==> src/rtl/mem_bus_arbiter_pkg.sv <==
// Shared processor package for the memory bus arbiter.
// Holds the bus geometry, the memory request tag encodings, the number of
// beats per cache line, the arbiter FSM state enum and a small address helper.
package mem_bus_arbiter_pkg;

    localparam int BUS_DATA_WIDTH = 64;
    localparam int BUS_TAG_WIDTH  = 13;
    localparam int CELLS_NEEDED   = 8;

    localparam logic [BUS_TAG_WIDTH-1:0] MEM_READ  = 13'h0001;
    localparam logic [BUS_TAG_WIDTH-1:0] MEM_WRITE = 13'h0002;

    // Beat counter value of the final beat of a line transfer.
    localparam logic [2:0] LAST_BEAT = 3'(CELLS_NEEDED - 1);

    // Byte-offset bits within a 64-byte line.
    localparam logic [BUS_DATA_WIDTH-1:0] LINE_MASK = 64'h0000_0000_0000_003F;

    typedef enum logic [2:0] {
        IDLE  = 3'd0,
        ADDR  = 3'd1,
        WDATA = 3'd2,
        RESP  = 3'd3,
        DONE  = 3'd4
    } arb_state_t;

    typedef enum logic {
        OWN_I = 1'b0,
        OWN_D = 1'b1
    } owner_t;

    // Align an address to the start of its cache line.
    function automatic logic [BUS_DATA_WIDTH-1:0] line_addr(input logic [BUS_DATA_WIDTH-1:0] a);
        return a & ~LINE_MASK;
    endfunction

endpackage

==> src/rtl/mem_bus_arbiter.sv <==
// Memory bus arbiter between an instruction cache (fills only) and a data
// cache (fills and writebacks). One requester owns the bus per transaction;
// contended arbitration alternates, with d winning the first one after reset.
// Ports:
//   clk, reset            clock, synchronous active-low reset
//   i_req/i_addr          icache fill request, address held until i_done
//   d_req/d_write/d_addr  dcache request (write=1 -> writeback), held until d_done
//   d_wdata / d_wnext     writeback beat and its per-beat consumption pulse
//   i_grant/d_grant       bus ownership, ADDR through DONE
//   *_rdata/*_rvalid      fill beats routed to the owner
//   i_done/d_done         one-cycle end-of-transaction pulse
//   bus_req*              memory request channel (cyc/data/tag, ack in)
//   bus_resp*             memory response channel (cyc/data/tag in, ack out)
module mem_bus_arbiter
    import mem_bus_arbiter_pkg::*;
(
    input  logic                       clk,
    input  logic                       reset,
    input  logic                       i_req,
    input  logic [BUS_DATA_WIDTH-1:0]  i_addr,
    input  logic                       d_req,
    input  logic                       d_write,
    input  logic [BUS_DATA_WIDTH-1:0]  d_addr,
    input  logic [BUS_DATA_WIDTH-1:0]  d_wdata,
    output logic                       i_grant,
    output logic                       d_grant,
    output logic [BUS_DATA_WIDTH-1:0]  i_rdata,
    output logic                       i_rvalid,
    output logic [BUS_DATA_WIDTH-1:0]  d_rdata,
    output logic                       d_rvalid,
    output logic                       i_done,
    output logic                       d_done,
    output logic                       d_wnext,
    output logic                       bus_reqcyc,
    output logic [BUS_DATA_WIDTH-1:0]  bus_req,
    output logic [BUS_TAG_WIDTH-1:0]   bus_reqtag,
    input  logic                       bus_reqack,
    input  logic                       bus_respcyc,
    input  logic [BUS_DATA_WIDTH-1:0]  bus_resp,
    input  logic [BUS_TAG_WIDTH-1:0]   bus_resptag,
    output logic                       bus_respack
);

    arb_state_t                 state_r, state_s;
    owner_t                     owner_r, owner_s;
    owner_t                     last_r, last_s;
    logic                       write_r, write_s;
    logic                       contended_r, contended_s;
    logic [BUS_DATA_WIDTH-1:0]  addr_r, addr_s;
    logic [2:0]                 cnt_r, cnt_s;

    // State register: synchronous active-low reset abandons any transaction.
    always_ff @(posedge clk) begin
        if (!reset) begin
            state_r     <= IDLE;
            owner_r     <= OWN_I;
            last_r      <= OWN_I;
            write_r     <= 1'b0;
            contended_r <= 1'b0;
            addr_r      <= 64'h0;
            cnt_r       <= 3'd0;
        end else begin
            state_r     <= state_s;
            owner_r     <= owner_s;
            last_r      <= last_s;
            write_r     <= write_s;
            contended_r <= contended_s;
            addr_r      <= addr_s;
            cnt_r       <= cnt_s;
        end
    end

    // Next-state and output decode.
    always_comb begin
        state_s     = state_r;
        owner_s     = owner_r;
        last_s      = last_r;
        write_s     = write_r;
        contended_s = contended_r;
        addr_s      = addr_r;
        cnt_s       = cnt_r;

        i_grant     = 1'b0;
        d_grant     = 1'b0;
        i_rdata     = 64'h0;
        i_rvalid    = 1'b0;
        d_rdata     = 64'h0;
        d_rvalid    = 1'b0;
        i_done      = 1'b0;
        d_done      = 1'b0;
        d_wnext     = 1'b0;
        bus_reqcyc  = 1'b0;
        bus_req     = 64'h0;
        bus_reqtag  = 13'h0;
        bus_respack = 1'b0;

        if (state_r != IDLE) begin
            i_grant = (owner_r == OWN_I);
            d_grant = (owner_r == OWN_D);
        end else begin
            i_grant = 1'b0;
            d_grant = 1'b0;
        end

        case (state_r)
            IDLE: begin
                // d wins unless i is also pending and d won the last contest.
                if (d_req && (!i_req || (last_r == OWN_I))) begin
                    state_s     = ADDR;
                    owner_s     = OWN_D;
                    write_s     = d_write;
                    addr_s      = line_addr(d_addr);
                    contended_s = i_req;
                    cnt_s       = 3'd0;
                end else if (i_req) begin
                    state_s     = ADDR;
                    owner_s     = OWN_I;
                    write_s     = 1'b0;
                    addr_s      = line_addr(i_addr);
                    contended_s = d_req;
                    cnt_s       = 3'd0;
                end else begin
                    state_s = IDLE;
                end
            end
            ADDR: begin
                bus_reqcyc = 1'b1;
                bus_req    = addr_r;
                bus_reqtag = write_r ? MEM_WRITE : MEM_READ;
                if (bus_reqack) begin
                    state_s = write_r ? WDATA : RESP;
                end else begin
                    state_s = ADDR;
                end
            end
            WDATA: begin
                bus_reqcyc = 1'b1;
                bus_req    = d_wdata;
                bus_reqtag = MEM_WRITE;
                if (bus_reqack) begin
                    d_wnext = 1'b1;
                    cnt_s   = cnt_r + 3'd1;
                    state_s = (cnt_r == LAST_BEAT) ? DONE : WDATA;
                end else begin
                    state_s = WDATA;
                end
            end
            RESP: begin
                if (bus_respcyc) begin
                    // Every beat is consumed; only read-tagged beats count.
                    bus_respack = 1'b1;
                    if (bus_resptag == MEM_READ) begin
                        if (owner_r == OWN_D) begin
                            d_rdata  = bus_resp;
                            d_rvalid = 1'b1;
                        end else begin
                            i_rdata  = bus_resp;
                            i_rvalid = 1'b1;
                        end
                        cnt_s   = cnt_r + 3'd1;
                        state_s = (cnt_r == LAST_BEAT) ? DONE : RESP;
                    end else begin
                        state_s = RESP;
                    end
                end else begin
                    state_s = RESP;
                end
            end
            DONE: begin
                i_done  = (owner_r == OWN_I);
                d_done  = (owner_r == OWN_D);
                // Only a contested grant moves the fairness pointer, so an
                // uncontested grant never costs the other port its turn.
                if (contended_r) begin
                    last_s = owner_r;
                end else begin
                    last_s = last_r;
                end
                state_s = IDLE;
            end
            default: begin
                state_s = IDLE;
            end
        endcase
    end

endmodule

==> config.mk <==
export PLATFORM = sky130hd
export DESIGN_NAME = mem_bus_arbiter
export DESIGN_NICKNAME = d
export VERILOG_FILES = /design/src/rtl/mem_bus_arbiter_pkg.sv /design/src/rtl/mem_bus_arbiter.sv
export SDC_FILE = /design/constraint.sdc
export NUM_CORES = 1
export LEC_CHECK = 0
export CAP_MARGIN = 20
export CELL_PAD_IN_SITES_DETAIL_PLACEMENT = 2
export CELL_PAD_IN_SITES_GLOBAL_PLACEMENT = 2
export CORE_ASPECT_RATIO = 0.9
export CORE_MARGIN = 4
export CORE_UTILIZATION = 15
export CTS_BUF_LIST = sky130_fd_sc_hd__clkbuf_4
export DETAILED_ROUTE_END_ITERATION = 16
export PLACE_DENSITY = 0.8
export SYNTH_ARGS = -nofsm -noshare
export SYNTH_HDL_FRONTEND = slang
export SYNTH_SLANG_ARGS = --single-unit
export TNS_END_PERCENT = 100
==> constraint.sdc <==
create_clock -name clk -period 2.9 [get_ports clk]
set_input_delay 0.725 -clock clk [delete_from_list [all_inputs] [get_ports clk]]
set_output_delay 0.725 -clock clk [all_outputs]
set_load 0.1 [all_outputs]
==> results of run 1 <==
[report_power, final]
part	switching (uW)	internal [uW]
Clock	425	356
Sequential	109	1070
Combinational	1730	1220
Total	2260	2650
[sequential cells by signal (all words and copies together), names as in the netlist]
name	flops
addr_r	58
cnt_r	3
contended_r	1
last_r	1
owner_r	1
state_r	3
write_r	1
[logic make-up after synthesis]
group           share of synthesized area, %
simple gates                           26.35
flops                                  27.20
buf+inv                                9.450
other cells                          0.07493
mux                                    12.40
compound gates                         24.03
fa+ha+maj                             0.4999
[worst min-delay path by stage]
| stage | end | slack, ps | cells after the start |
|---|---|---|---|
| after detailed placement | cnt_r[1] | 470 | 2 |
| after floorplan | cnt_r[1] | 440 | 2 |
| after global routing | cnt_r[2] | 520 | 2 |
| after global placement | cnt_r[2] | 450 | 2 |
| final | cnt_r[1] | 470 | 2 |
| after CTS | cnt_r[1] | 490 | 2 |
[placed cells by master (no fill, tap or decap), types with 3 or more instances in the layout]
master,n
a21oi_1,3
a22o_1,25
a22o_4,33
and2_1,6
and2_2,12
and2_4,118
and3_1,4
buf_12,213
buf_16,5
buf_2,6
buf_4,18
buf_6,10
clkbuf_16,12
clkbuf_4,9
clkdlybuf4s50_1,248
clkinv_4,3
conb_1,11
dfxtp_1,65
mux2i_1,62
nand2_1,68
nand3_1,5
nor2_1,3
o211a_1,58
o21ai_0,4
[area by class of cell]
cell class	count	area, um2	share of cell area (%)
Timing Repair Buffer	519	7538	55.80
Multi-Input combinational cell	439	3896	28.84
Clock buffer	9	67.56	0.5001
Antenna cell	1	2.502	0.01852
Inverter	2	7.507	0.05557
Sequential cell	68	1370	10.14
Tap cell	422	528.0	3.908
Clock inverter	7	100.1	0.7409
[what timing repair did]
item                                    in CTS  in global routing
gates resized for setup                    129                 89
gates cloned                                 7                 15
setup buffers                               11                  6
endpoints found under the setup margin     198                144
pin swaps                                   17                 13
[through the flow]
step,hold WS (ps),setup TNS (ps),power (uW),worst slack (ps),instance area (um2)
after floorplan,438.5,-88.50,2737,-88.50,5231
after global placement,451.0,-64350,3893,-514.7,12260
after detailed placement,469.3,-70620,3956,-600.8,12260
after CTS,486.9,-20630,4780,-237.5,12880
after global routing,516.8,-30860,5134,-285.7,13510
final,474.9,-20790,4913,-228.2,13510
[synthesized netlist by cell type, types with 2 or more instances]
cell type / count
a21boi_0: 2
a21boi_1: 2
a21oi_1: 3
a22o_1: 58
and2_1: 136
and3_1: 4
buf_2: 12
buf_4: 31
buf_6: 10
clkbuf_1: 16
dfxtp_1: 68
ha_1: 2
inv_1: 2
mux2i_1: 62
nand2_1: 68
nand3_1: 5
nor2_1: 4
nor2b_1: 3
nor3_2: 3
nor3b_1: 2
nor4b_2: 2
o211a_1: 58
o21ai_0: 4
[metal layers]
metal  up-vias  share of wire (%)
met3        58                7.4
li1       2928                  -
met1      3142                 34
met5         -               0.12
met4         6                4.2
met2       335                 55
[critical path, cell delays in order]
cell,delay (ps)
buf_6,90
nor4b_4,290
nand4_2,150
buf_6,170
nor3_4,190
buf_6,150
buf_8,130
buf_12,130
and2_4,170
buf_12,180
==> impl_metrics.py, run 1 <==
metrics = {
    "global_routing": {
        "top_usage_layer": "met2",
        "grtUsageMet2_pct": 36.66,
        "grt_overflow": 0,
        "use_met1_pct": 18.08,
        "grt_pass1_vias": 7059,
        "antenna_found_initial": 4,
        "grt_pass1_wl_mm": 51.11,
        "grtUsageMet3_pct": 6.676,
        "grt_use_total_pct": 18.83,
        "grt_max_degree": 64,
    },
    "cts": {
        "clock-root-buffer": "clkbuf_4",
        "clkLatencyLatePin_ps": 430,
        "clockBufferDepth": 2,
        "cts_tree": "done",
        "cts_buffers": 9,
        "cts.sinks": 68,
        "clkTransAtPathRegs_ps": 120,
        "cts_hold_buf": 0,
        "htreeDepth": 3,
    },
    "sta": {
        "rsz0062_at_grt": "yes",
        "hold_viol": 0,
        "worst_slack_ps": -228.2,
        "period_needed_ps": 3128,
        "clock.fmax_mhz": 319.7,
        "drv_slew": 0,
        "clock_skew_ps": 22.82,
        "fin_crit_sh_pct": 107.9,
        "setup_violations": 135,
    },
    "run_status": {
        "run_status": "finished, violations left",
        "violations": "negative setup slack",
    },
    "worst_setup_path": {
        "critPathRequiredTime_ps": 2170,
        "crit_start": "bus_resptag[2]",
        "r2r-start": "state_r[2]",
        "path_class": "in2out",
        "endpoint": "i_rdata[32]",
        "rrSetupSlack_ps": 990,
        "r2r-end": "addr_r[10]",
        "endpoint_kind": "primary output",
        "cp_max_fo": 11,
        "r2r_cells": 5,
        "cp.arrival_ps": 2400,
        "startpoint_type": "primary input",
    },
    "layout": {
        "final_cell_count_no_fill": 1467,
        "final_util_pct": 41.00,
        "nNetsFinal": 1317,
        "area_delta_synth_final_pct": 170.0,
        "fillerInstances": 3340,
        "drive_gt1_share_pct": 44.64,
    },
    "hold_path": {
        "holdCritPathClass": "reg2reg",
        "min_from": "cnt_r[1]",
    },
    "placement": {
        "dp_hpwl_mm": 28.38,
        "dp.cells": 1418,
        "io_buffer_count": 466,
        "finalWeightedCongestion": 0.8684,
    },
    "route": {
        "drc": 0,
        "viasPerCell": 4.410,
        "first_pass_iters": 4,
        "drtAntennaViolNets": 0,
        "vias": 6469,
        "routed_wl_mm": 39.74,
        "drt_iter0_markers": 171,
        "routedWlPerCell_um": 27.09,
    },
    "logic_synthesis": {
        "ys_async_sr_fraction_pct": 0,
        "synth_ff_type": "dfxtp_1",
        "synth_area_per_cell_um2": 8.811,
        "yosysSeqAreaShare_pct": 27.20,
        "ys_ff_latch": 68,
        "synthCells": 568,
        "yosysWarnings": 0,
        "synth_top_area_cell": "dfxtp_1",
        "synthTopCellsByArea": "dfxtp_1, and2_1, mux2i_1",
        "netlist_area_um2": 5005,
        "synth.distinct_cells": 34,
        "synth_top_area_share_pct": 27.20,
        "synth-edff-count": 0,
    },
    "die": {
        "die_w_um": 200.5,
        "coreArea_um2": 32950,
        "die_h_um": 181.3,
        "std_cell_rows": 63,
        "die-area_um2": 36360,
        "io_pins": 490,
        "initial_utilization_pct": 15.19,
    },
    "power": {
        "leakagePower_uw": 0.006119,
        "powerDensity_nw_per_um2": 363.7,
        "vdd_drop_max_mv": 0.2423,
    },
    "run": {
        "max_cap_viol_count": 0,
    },
}
Note: power is estimated with default switching activity, not from simulation.
==> run 2: changes to the inputs <==
--- a/config.mk
+++ b/config.mk
@@ -12,6 +12,7 @@
 export CORE_MARGIN = 4
 export CORE_UTILIZATION = 15
 export CTS_BUF_LIST = sky130_fd_sc_hd__clkbuf_4
+export CTS_CLUSTER_SIZE = 12
 export DETAILED_ROUTE_END_ITERATION = 16
 export PLACE_DENSITY = 0.8
 export SYNTH_ARGS = -nofsm -noshare
==> results of run 2 <==
Final layout, timing and power as in run 1 (identical DEF).
